## src/rtl/frame_cfg_pkg.sv

```systemverilog
// frame_cfg_pkg: shared status-FSM state type and frame-index width helper
package frame_cfg_pkg;

    typedef enum logic [1:0] {EMPTY, DIRTY, CLEAN} cfgState_t;

    function automatic int frameIdxWidth(input int n);
        return (n > 1) ? $clog2(n) : 1;
    endfunction

endpackage

```

## src/rtl/frame_config_mem_if.sv

```systemverilog
// frame_config_mem_if: frame load / config output bus; readback signals exist only with FRAME_READBACK_EN
interface frame_config_mem_if #(
    parameter int MaxFramesPerCol = 20,
    parameter int FrameBitsPerRow = 32,
    parameter int NoConfigBits    = 20
);
    import frame_cfg_pkg::*;

    localparam int IdxW = frameIdxWidth(MaxFramesPerCol);

    logic [FrameBitsPerRow-1:0] FrameData;
    logic [MaxFramesPerCol-1:0] FrameStrobe;
    logic                       commit;
    logic [NoConfigBits-1:0]    ConfigBits;
    logic [NoConfigBits-1:0]    ConfigBits_N;
    logic                       cfg_valid;
    logic                       cfg_dirty;
`ifdef FRAME_READBACK_EN
    logic                       rb_req;
    logic [IdxW-1:0]            rb_frame;
    logic                       rb_ack;
    logic [FrameBitsPerRow-1:0] rb_data;
    logic                       rb_err;
`endif

    modport master (
        output FrameData, FrameStrobe, commit,
`ifdef FRAME_READBACK_EN
        output rb_req, rb_frame,
        input  rb_ack, rb_data, rb_err,
`endif
        input  ConfigBits, ConfigBits_N, cfg_valid, cfg_dirty
    );

    modport slave (
        input  FrameData, FrameStrobe, commit,
`ifdef FRAME_READBACK_EN
        input  rb_req, rb_frame,
        output rb_ack, rb_data, rb_err,
`endif
        output ConfigBits, ConfigBits_N, cfg_valid, cfg_dirty
    );

endinterface

```

## src/rtl/frame_cfg_frame.sv

```systemverilog
// frame_cfg_frame: shadow storage for the mapped bits of one frame, captured on its strobe
module frame_cfg_frame #(
    parameter int FrameBitsPerRow = 32,
    parameter int NoConfigBits    = 20,
    parameter int MappedBits      = 20,
    parameter int Offset          = 0
) (
    input  logic                       CLK,
    input  logic                       resetn,
    input  logic                       strobe,
    input  logic [MappedBits-1:0]      frameData,
    output logic [NoConfigBits-1:0]    shadowBits,
    output logic [FrameBitsPerRow-1:0] frameWord
);

    logic [MappedBits-1:0] bits;

    // capture the MSB-aligned mapped slice of the frame word on strobe
    always_ff @(posedge CLK or negedge resetn) begin
        if (!resetn) bits <= '0;
        else if (strobe) bits <= frameData;
    end

    assign shadowBits = NoConfigBits'(bits) << Offset;
    assign frameWord  = FrameBitsPerRow'(bits) << (FrameBitsPerRow - MappedBits);

endmodule

```

## src/rtl/frame_config_mem.sv

```systemverilog
// frame_config_mem: double-buffered frame config memory (shadow + active); optional readback via FRAME_READBACK_EN
module frame_config_mem
    import frame_cfg_pkg::*;
#(
    parameter int MaxFramesPerCol = 20,
    parameter int FrameBitsPerRow = 32,
    parameter int NoConfigBits    = 20
) (
    input logic               CLK,
    input logic               resetn,
    frame_config_mem_if.slave bus
);

    logic [NoConfigBits-1:0]    shadowPart [MaxFramesPerCol];
    logic [FrameBitsPerRow-1:0] frameWord  [MaxFramesPerCol];
    logic [NoConfigBits-1:0]    shadow;
    logic [NoConfigBits-1:0]    active;
    logic                       anyStrobe;
    logic                       cfgValid;
    logic                       cfgDirty;
    cfgState_t                  state;
    logic                       unusedFrameData;

    // frame f holds config positions p = f*W .. f*W+W-1 that fall below NoConfigBits
    for (genvar f = 0; f < MaxFramesPerCol; f++) begin : g_frame
        localparam int Base = f * FrameBitsPerRow;
        if (Base < NoConfigBits) begin : g_map
            localparam int Cnt = (NoConfigBits - Base < FrameBitsPerRow) ? NoConfigBits - Base : FrameBitsPerRow;
            frame_cfg_frame #(
                .FrameBitsPerRow(FrameBitsPerRow),
                .NoConfigBits   (NoConfigBits),
                .MappedBits     (Cnt),
                .Offset         (NoConfigBits - Base - Cnt)
            ) u_frame (
                .CLK       (CLK),
                .resetn    (resetn),
                .strobe    (bus.FrameStrobe[f]),
                .frameData (bus.FrameData[FrameBitsPerRow-1 -: Cnt]),
                .shadowBits(shadowPart[f]),
                .frameWord (frameWord[f])
            );
        end else begin : g_unmapped
            assign shadowPart[f] = '0;
            assign frameWord[f]  = '0;
        end
    end

    // merge the disjoint per-frame slices into the full shadow image
    always_comb begin
        shadow = '0;
        for (int i = 0; i < MaxFramesPerCol; i++) shadow |= shadowPart[i];
    end

    assign anyStrobe       = |bus.FrameStrobe;
    assign unusedFrameData = ^bus.FrameData;

    // active image loads the pre-edge shadow on commit
    always_ff @(posedge CLK or negedge resetn) begin
        if (!resetn) active <= '0;
        else if (bus.commit) active <= shadow;
    end

    // status FSM: a strobe always wins to DIRTY, a lone commit goes CLEAN
    always_ff @(posedge CLK or negedge resetn) begin
        if (!resetn) begin
            state    <= EMPTY;
            cfgValid <= 1'b0;
            cfgDirty <= 1'b0;
        end else begin
            if (anyStrobe) begin
                state    <= DIRTY;
                cfgDirty <= 1'b1;
            end else if (bus.commit) begin
                state    <= CLEAN;
                cfgDirty <= 1'b0;
            end else begin
                state    <= state;
            end
            if (bus.commit) cfgValid <= 1'b1;
        end
    end

    assign bus.ConfigBits   = active;
    assign bus.ConfigBits_N = ~active;
    assign bus.cfg_valid    = cfgValid;
    assign bus.cfg_dirty    = cfgDirty;

`ifdef FRAME_READBACK_EN
    localparam int IdxW = frameIdxWidth(MaxFramesPerCol);

    logic [FrameBitsPerRow-1:0] rbWord;
    logic                       rbHit;
    logic                       rbAck;
    logic                       rbErr;
    logic [FrameBitsPerRow-1:0] rbData;

    // select the requested frame; an index past the last frame is a miss
    always_comb begin
        rbWord = '0;
        rbHit  = 1'b0;
        for (int i = 0; i < MaxFramesPerCol; i++) begin
            if (bus.rb_frame == IdxW'(i)) begin
                rbWord = frameWord[i];
                rbHit  = 1'b1;
            end
        end
    end

    // one ack per sampled request, carrying pre-edge shadow data
    always_ff @(posedge CLK or negedge resetn) begin
        if (!resetn) begin
            rbAck  <= 1'b0;
            rbErr  <= 1'b0;
            rbData <= '0;
        end else begin
            rbAck  <= bus.rb_req;
            rbErr  <= bus.rb_req & ~rbHit;
            rbData <= (bus.rb_req & rbHit) ? rbWord : '0;
        end
    end

    assign bus.rb_ack  = rbAck;
    assign bus.rb_err  = rbErr;
    assign bus.rb_data = rbData;
`endif

endmodule
```

## src/flat_wrapper.sv

```systemverilog
// flat-port wrapper written by rule: the top's interface ports become plain ports
module frame_config_mem_flat import frame_cfg_pkg::*;
#(
    parameter int MaxFramesPerCol = 20,
    parameter int FrameBitsPerRow = 32,
    parameter int NoConfigBits    = 20
)
  (CLK, resetn, bus_FrameData, bus_FrameStrobe, bus_commit, bus_ConfigBits, bus_ConfigBits_N, bus_cfg_valid, bus_cfg_dirty);
  frame_config_mem_if #(.MaxFramesPerCol(MaxFramesPerCol), .FrameBitsPerRow(FrameBitsPerRow), .NoConfigBits(NoConfigBits)) bus_i ();
  input logic CLK;
  input logic resetn;
  input wire logic [$bits(bus_i.FrameData)-1:0] bus_FrameData;
  input wire logic [$bits(bus_i.FrameStrobe)-1:0] bus_FrameStrobe;
  input wire logic [$bits(bus_i.commit)-1:0] bus_commit;
  output wire logic [$bits(bus_i.ConfigBits)-1:0] bus_ConfigBits;
  output wire logic [$bits(bus_i.ConfigBits_N)-1:0] bus_ConfigBits_N;
  output wire logic [$bits(bus_i.cfg_valid)-1:0] bus_cfg_valid;
  output wire logic [$bits(bus_i.cfg_dirty)-1:0] bus_cfg_dirty;
  assign bus_i.FrameData = bus_FrameData;
  assign bus_i.FrameStrobe = bus_FrameStrobe;
  assign bus_i.commit = bus_commit;
  assign bus_ConfigBits = bus_i.ConfigBits;
  assign bus_ConfigBits_N = bus_i.ConfigBits_N;
  assign bus_cfg_valid = bus_i.cfg_valid;
  assign bus_cfg_dirty = bus_i.cfg_dirty;
  frame_config_mem #(.MaxFramesPerCol(MaxFramesPerCol), .FrameBitsPerRow(FrameBitsPerRow), .NoConfigBits(NoConfigBits)) u_core (.CLK(CLK), .resetn(resetn), .bus(bus_i));
endmodule
```

## config.mk

```make
export PLATFORM = sky130hd
export DESIGN_NAME = frame_config_mem_flat
export DESIGN_NICKNAME = d
export VERILOG_FILES = /design/src/rtl/frame_cfg_pkg.sv /design/src/rtl/frame_config_mem_if.sv /design/src/rtl/frame_cfg_frame.sv /design/src/rtl/frame_config_mem.sv /design/src/flat_wrapper.sv
export SDC_FILE = /design/constraint.sdc
export NUM_CORES = 1
export LEC_CHECK = 0
export CAP_MARGIN = 15
export CORE_UTILIZATION = 33
export DETAILED_ROUTE_END_ITERATION = 10
export PLACE_DENSITY = 0.81
export REMOVE_ABC_BUFFERS = 1
export SYNTH_ARGS = -nofsm -noshare
export SYNTH_HDL_FRONTEND = slang
export SYNTH_SLANG_ARGS = --single-unit
```

## constraint.sdc

```tcl
create_clock -name CLK -period 0.8 [get_ports CLK]
set_input_delay 0.2 -clock CLK [delete_from_list [all_inputs] [get_ports CLK]]
set_output_delay 0.2 -clock CLK [all_outputs]
set_load 0.005 [all_outputs]
```

==> flow_summary.json <==
{
  "core_um2": 4720,
  "synth-edff-count": 0,
  "io_buffers": 84,
  "grtUsageMet3_pct": 4.86,
  "worstPathRequired_ps": 600,
  "die_w_um": 72.2,
  "layout_worst_path_cycle_share_pct": 140,
  "fin_util_pct": 57.9,
  "gp_congestion": 0.699,
  "antenna_cells": 0,
  "vias": 1331,
  "hold_class": "in2reg",
  "vias_per_cell": 4.29,
  "row_count": 25,
  "slew_headroom_pct": 84.5,
  "drc": 0,
  "setup_viol": 44,
  "setup.worst_path.end_class": "output port",
  "power.leakage_nw": 1.30,
  "cts_made_buffers": 5,
  "grt_usage_pct": 15.8,
  "syn_area_um2": 1630,
  "final_net_count": 297,
  "drt-pass1-iter-count": 4,
  "path_clk_slew_ps": 80,
  "cts.path.max_buffers": 2,
  "syn_to_final_growth_pct": 67.9,
  "fin_ws_ps": -323,
  "path_class": "reg2out",
  "synth_top_cell_by_area": "dfrtp_1",
  "dpl.hpwl_um": 2590,
  "hold_viol_final": 0,
  "start_util_pct": 34.5,
  "cts-root-buf": "clkbuf_8",
  "clk_latency_ps": 290,
  "fmax_ghz": 0.890,
  "ioPinCount": 97,
  "syn_avg_cell_area_um2": 11.9,
  "drt-wirelength-per-cell_um": 12.4,
  "grt_pass1_wl_um": 6180,
  "drt.antenna.violating_nets": 0,
  "status": "complete, but fails checks",
  "totalWireLength_um": 3860,
  "crit_fanout": 2,
  "synthDistinctLibCells": 15,
  "top_usage_layer": "met2",
  "yosysSeqAreaShare_pct": 64.6,
  "preCtsSetupSlack_ps": -571,
  "antenna_found_initial": 0,
  "cp_data_arrival_time_ps": 920,
  "synth_commonest_cells": "dfrtp_1 (42), inv_1 (20), mux2_2 (20), nand2_1 (20), o21ai_0 (20)",
  "dp.cells": 294,
  "met1_usage_pct": 18.7,
  "tightestPinTransition_ps": 231,
  "cts_tree": "done",
  "die_y_um": 72.2,
  "synthTopCellsByArea": "dfrtp_1 (65%), mux2_2 (14%), o21ai_0 (6.1%)",
  "startpoint_type": "flop",
  "skew_ps": 3.90,
  "met2_usage_pct": 27.6,
  "fin_cells": 310,
  "grt_pass1_vias": 1299,
  "yosys_warnings": 0,
  "synth_cells": 137,
  "synthFlopType": "dfrtp_1",
  "ys_ff_latch": 42,
  "powerDensity_nw_per_um2": 1880,
  "die_area_um2": 5220,
  "drt_iter0_markers": 103,
  "synthArstFlopShare_pct": 100,
  "rsz0062_at_grt": "true",
  "synth_top_area_share_pct": 64.6,
  "violations": "setup timing",
  "htree_levels": 2,
  "maxCapViolCount": 0,
  "grt_overflow": 0,
  "drive_above_1_share_pct": 47.7,
  "drv_slew": 0,
  "peakVddDrop_mv": 1.02,
  "grt_max_degree": 43,
  "clkSinkCount": 42,
  "final.min_clock_period_ps": 1120,
  "yosysMostFrequentCell": "dfrtp_1"
}
==> worst paths after layout <==
check / startpoint / endpoint / slack, ps / cells past startpoint
max in group asynchronous: resetn / u_core.g_frame[0].g_map.u_frame.shadowBits[18] / 180 / 3
max reg2reg: u_core.bus.ConfigBits[11] / u_core.bus.ConfigBits[11] / -20 / 4
min reg2reg: u_core.g_frame[0].g_map.u_frame.shadowBits[7] / u_core.bus.ConfigBits[7] / 480 / 2
max: u_core.bus.ConfigBits[11] / bus_ConfigBits_N[11] / -320 / 3
min in group asynchronous: resetn / u_core.bus.cfg_valid / 430 / 3
min: bus_FrameStrobe[11] / u_core.bus.cfg_dirty / 160 / 3
==> logic make-up after synthesis <==
logic type / Yosys count / synth area share [%]
buffers and inverters: 26 / 6.92
AND/OR/NAND/NOR: 29 / 8.53
flip-flops: 42 / 64.6
AO/OA/AOI/OAI: 20 / 6.15
multiplexers: 20 / 13.8
==> area by class of cell <==
| cell class | instances | area (µm²) |
|---|---|---|
| well taps | 67 | 83.8 |
| flip-flops and latches | 42 | 1050 |
| multi-input cells | 69 | 510 |
| clock buffers | 8 | 110 |
| repair buffers | 104 | 901 |
| fillers | 410 | 1990 |
| inverters | 20 | 77.6 |
==> layout by cell type (no fill, tap or decap), types with 3 or more instances in the layout <==
cell	n
dlygate4sd2_1	12
buf_12	3
buf_4	8
mux2_2	20
clkdlybuf4s50_1	22
nand2_1	20
dfrtp_1	42
buf_6	16
inv_1	6
clkdlybuf4s15_1	5
buf_2	35
inv_2	13
o21ai_1	5
o21ai_2	5
o21ai_0	10
clkbuf_8	8
nor4_2	5
==> flip-flops by register name (all words and copies together) (netlist names) <==
name and flops:
u_core.bus.cfg_valid 1, u_core.bus.ConfigBits 20, u_core.bus.cfg_dirty 1, u_core.g_frame.g_map.u_frame.shadowBits 20
==> through the flow <==
stage	hold WS [ps]	TNS (ps)	power (W)	instance area, µm²
after floorplan	-95.6	-19.1	0.00276	1590
after global placement	190	-30360	0.00366	2640
after detailed placement	195	-31450	0.00370	2640
after CTS	359	-9780	0.00511	2640
after global routing	148	-11220	0.00547	2730
final	157	-9260	0.00515	2730
==> timing repair <==
item | in CTS | in global routing
cloned | 1 | 0
resized for setup | 204 | 41
setup endpoints to repair | 77 | 52
buffers inserted | 17 | 5
hold buffers | 1 | 0
pin swaps | 12 | 9
hold endpoints to repair | 42 | 0
==> where the power goes <==
part	total [W]	switching, W	internal [W]
Combinational	0.00114	0.000442	0.000698
Clock	0.00154	0.000673	0.000871
Sequential	0.00247	0.000123	0.00234
==> metal layers <==
metal	vias to the layer above	wire length, µm
met5	-	0
met4	0	41
met3	5	294
met2	64	1920
met1	611	1600
li1	651	-
==> worst max-delay path, cell delays in order (launching register included) <==
cell,delay (ps)
dfrtp_1,390
buf_6,120
inv_4,50
buf_6,80
Power figures use the tool's default switching activity.
